--- src/rtl/clk_period_meter.sv ---
// clk_period_meter: measures period and high time of a slow signal in clock_in cycles, with loss-of-signal timeout
//   clock_in   system clock, all logic on its rising edge
//   reset      synchronous active-high reset
//   sig_in     measured signal, asynchronous to clock_in
//   period     last measured period (clock_in cycles)
//   high_time  last measured high time (clock_in cycles)
//   meas_valid one-cycle pulse when period/high_time update
//   locked     a measurement has completed since reset or the last timeout
//   timeout    no rising edge seen for TIMEOUT cycles
module clk_period_meter #(
  parameter int CNT_W = 28,
  parameter logic [CNT_W-1:0] TIMEOUT = 28'd100000000
) (
  input  logic             clock_in,
  input  logic             reset,
  input  logic             sig_in,
  output logic [CNT_W-1:0] period,
  output logic [CNT_W-1:0] high_time,
  output logic             meas_valid,
  output logic             locked,
  output logic             timeout
);
  typedef enum logic {WAIT_FIRST, MEASURE} state_t;
  state_t state, state_next;
  logic s1, s2, s3;
  logic rise, expire;
  logic [CNT_W-1:0] cnt, hcnt;
  assign rise = s2 & ~s3;
  // a rise in the same cycle the count hits TIMEOUT takes priority over expiry
  assign expire = (cnt == TIMEOUT) & ~rise;
  always_comb begin
    state_next = state;
    state_next = rise ? MEASURE : expire ? WAIT_FIRST : state;
  end
  // counters restart at 1 on a rise because the edge cycle itself belongs to the new window
  always_ff @(posedge clock_in) begin
    if (reset) begin
      state      <= WAIT_FIRST;
      s1         <= 1'b0;
      s2         <= 1'b0;
      s3         <= 1'b0;
      cnt        <= '0;
      hcnt       <= '0;
      period     <= '0;
      high_time  <= '0;
      meas_valid <= 1'b0;
      locked     <= 1'b0;
      timeout    <= 1'b0;
    end else begin
      state      <= state_next;
      s1         <= sig_in;
      s2         <= s1;
      s3         <= s2;
      meas_valid <= rise && state == MEASURE;
      cnt        <= rise ? CNT_W'(1) : (cnt == TIMEOUT) ? cnt : cnt + 1'b1;
      hcnt       <= rise ? CNT_W'(1) : (hcnt == TIMEOUT || !s2) ? hcnt : hcnt + 1'b1;
      if (rise) begin
        timeout <= 1'b0;
        if (state == MEASURE) begin
          period    <= cnt;
          high_time <= hcnt;
          locked    <= 1'b1;
        end
      end else if (expire) begin
        timeout   <= 1'b1;
        locked    <= 1'b0;
        period    <= '0;
        high_time <= '0;
      end
    end
  end
endmodule
--- config.mk ---
export PLATFORM = sky130hd
export DESIGN_NAME = clk_period_meter
export DESIGN_NICKNAME = d
export VERILOG_FILES = /design/src/rtl/clk_period_meter.sv
export SDC_FILE = /design/constraint.sdc
export NUM_CORES = 1
export LEC_CHECK = 0
export ABC_AREA = 1
export CORE_MARGIN = 1
export CORE_UTILIZATION = 53
export CTS_BUF_LIST = sky130_fd_sc_hd__clkbuf_8
export CTS_CLUSTER_SIZE = 20
export DETAILED_ROUTE_END_ITERATION = 7
export GPL_TIMING_DRIVEN = 1
export HOLD_SLACK_MARGIN = 0.12
export PLACE_DENSITY_LB_ADDON = 0.1
export SLEW_MARGIN = 40
export SYNTH_ARGS = -nofsm -noshare
export SYNTH_HDL_FRONTEND = slang
export SYNTH_SLANG_ARGS = --single-unit
--- constraint.sdc ---
create_clock -name clock_in -period 1.7 [get_ports clock_in]
set_clock_uncertainty 0.05 [all_clocks]
set_input_delay 0.255 -clock clock_in [delete_from_list [all_inputs] [get_ports clock_in]]
set_output_delay 0.255 -clock clock_in [all_outputs]
set_load 0.02 [all_outputs]
==> metrics.md <==
| Metric | Value |
|---|---|
| Status | `completed` |
| Peak Freq | `~0.59 GHz` |
| # clock sinks | `around 120` |
| Initial Util | `0.5441` |
| Avg Inst Size Synth | `roughly 6.5 sq um` |
| Crit path required time | `just under 2 ns` |
| Crit path max fanout | `11` |
| Hold WC Path Type | `reg2reg` |
| Leak | `between 3 and 4 nW` |
| Num CTS Buffers | `17` |
| Dpl cell area | `0.007066 sq mm` |
| Placer Congestion | `between 0.9 and 1` |
| Total power | `about 5.6 mW` |
| Final Cell Area | `between 0.007 and 0.008 sq mm` |
| Area fraction of the dominant cell type after synthesis | `0.4039` |
| Syn_nets | `917` |
| Rel. slew slack | `0.7100` |
| Initial antenna violation count | `0` |
| Critical Path End Type | `flop` |
| DRC | `0` |
| Synth top area cells | `dfxtp_1, nand2_1, inv_1` |
| Total grt overflow | `0` |
| Layout cells sized above 1 | `0.1422` |
| DP HPWL | `11,840 um` |
| Ordered cell list for the critical path | `inv_1, ha_1, inv_1, nor3_2, nand2_1, nor2_4, nand3_4, clkbuf_16, nand3_1, o21ai_0` |
| Setup_tns | `0 ns` |
| Final Core Density | `0.7050` |
| Fin Hold WS | `roughly 0.36 ns` |
| Port Buffers | `61` |
| Worst Tran Pin Value | `0.4333 ns` |
| CP most frequent cell | `inv_1` |
| Wirelength, routed | `17,350 um` |
| Setup violations, final | `0` |
| CP Launch Type | `flop` |
| H-tree depth | `4` |
| Fin nets | `1,029` |
| GRT Overall Usage | `0.2996` |
| Minimum clock period after layout | `around 1.7 ns` |
| Ys Warns | `0` |
| Clk buf depth | `2` |
| Commonest non-fill, non-tap cell in the layout | `nand2_1` |
| Drt first pass iters | `6` |
| Reg2reg path depth | `10` |
| Max Cap Viol | `0` |
| First-pass GRT wire length | `about 27,000 um` |
| DRT iter0 DRCs | `520` |
| Flip-flop and latch count after synthesis | `roughly 120` |
| CP max-delay cell | `dfxtp_4` |
| Worst skew pair latency | `between 0.4 and 0.5 ns` |
| Max incr delay on CP | `0.37 ns` |
| Hold buffer count at cts | `0` |
| Synth Instances | `910` |
| Arr. time, crit path | `approximately 2.0 ns` |
| Top FF cell, synth | `dfxtp_1` |
| Post-Syn Area | `0.005898 sq mm` |
| RSZ-0062 raised after global routing | `yes` |
| Pins Over Slew Limit | `0` |
| Root Buffer | `clkbuf_8` |
| Yosys top cell by area | `dfxtp_1` |
| Core box area | `0.01084 sq mm` |
| Power Density | `732.2 mW/mm^2` |
| Final hold vios | `0` |
| Top-Level Pins | `between 60 and 70` |
| DIE WIDTH | `107.5 um` |
| Row Count | `38` |
| Antenna-violating nets left | `0` |
| Crit path kind | `reg2reg` |
| Total number of vias | `6,149` |
| Die area | `between 0.01 and 0.015 sq mm` |
| Seq/Total Area, Yosys | `0.4039` |
| Final cycle utilization of the critical path | `0.9991` |
| FF-to-FF setup slack | `about 0.0015 ns` |
| Most frequent cells in the layout | `nand2_1, inv_1, dfxtp_1` |
| Largest net degree at the start of global routing | `just under 60` |
| Clock Pin Slew Worst Setup and Hold Paths | `around 0.07 ns` |
| Avg Vias per Cell | `5.238` |
| Number of global-route vias before repair | `5,371` |
| FFs w/ async S/R, synth | `0` |
| Number of flops mapped to enable cells by yosys | `0` |
| Ant diodes | `0` |
| Hold Path Stages | `2` |
| Worst vdd ir | `just under 0.7 mV` |
| CTS tree | `done` |
| Avg WL per Cell | `around 15 um` |
| Synth cell types | `31` |
| Layout area overhead | `29.57%` |
| Die H | `~110 um` |
-- Yosys cell counts (2+ instances only) --
master    count
nand4_1      14
o21ai_1      39
nor2_1       94
buf_1         6
o211ai_1      2
nor2_2        2
a21oi_1      49
buf_6         2
nand3_1      90
inv_2         5
clkbuf_1      7
nor3_1       22
dfxtp_1     119
inv_1       125
o21ai_0      21
xor2_1       16
clkbuf_2      2
nand2_1     261
ha_1          4
buf_2        19
-- stage by stage --
| stage | worst slack, ns | instances |
|---|---|---|
| floorplan | 0.1132 | 910 |
| global placement | 0.01072 | 1137 |
| detailed placement | -0.04024 | 1137 |
| CTS | 0.003340 | 1168 |
| global route | -0.09540 | 1174 |
| finish | 0.001543 | 1174 |
-- critical path, delay by kind of cell, from the launching register on --
family	cells	cell delay (ns)
AOI/OAI and AO/OA	1	0.08
adders and majority gates	1	0.14
buffers and inverters	3	0.38
DFF	1	0.37
and+or+nand+nor	5	0.57
-- worst paths after layout --
| check | start | to |
|---|---|---|
| hold / removal | s1 | s2 |
| setup / recovery | cnt[0] | high_time[26] |
| hold reg to reg | s1 | s2 |
| setup reg to reg | cnt[0] | high_time[26] |
-- metal layers --
metal	global-route usage	vias to the layer above	wire length [um]
met5	0	-	0
met3	0.06295	24	1250
met2	0.4382	226	7483
met1	0.4322	2803	8381
li1	-	3096	-
met4	0.1057	0	238
-- cell families (layout without fill, tap and decap cells) --
family / after synthesis / count (layout) / synth area share
AND/OR/NAND/NOR: 492 / 492 / 0.3536
AO/OA/AOI/OAI: 112 / 112 / 0.09631
adder cells (fa/ha/maj): 4 / 4 / 0.008486
flip-flops: 119 / 119 / 0.4039
XOR/XNOR: 16 / 16 / 0.02376
buffers and inverters: 167 / 291 / 0.1139
-- power by group --
group | switching, mW | internal (mW) | total, mW | leakage (nW)
clock | 1.14 | 1.43 | 2.57 | 0.210
combinational | 0.134 | 0.0785 | 0.213 | 2.39
sequential | 0.0128 | 2.80 | 2.81 | 0.965
total | 1.29 | 4.31 | 5.60 | 3.57
-- sequential cells by signal, indices dropped and copies added, names as in the netlist --
signal / cells
hcnt: 28
locked: 1
s3: 1
state: 1
high_time: 28
cnt: 28
timeout: 1
period: 28
s1: 1
meas_valid: 1
s2: 1
-- timing repair --
| action | in CTS | in global routing |
|---|---|---|
| resized for setup | 62 | 45 |
| setup endpoints to repair | 96 | 100 |
| pin swaps | 0 | 4 |
| buffers inserted | 0 | 1 |
| cloned | 0 | 5 |
| hold endpoints to repair | 0 | 0 |
-- final cells by class --
cell class              instances  area (sq um)
clock inverters                10         103.9
clock buffers                  21         289.0
multi-input cells             624          2958
inverters                     130         488.0
well taps                     140         175.2
flip-flops and latches        119          2399
fillers                       972          3198
repair buffers                130          1230
Power figures use the tool's default switching activity.
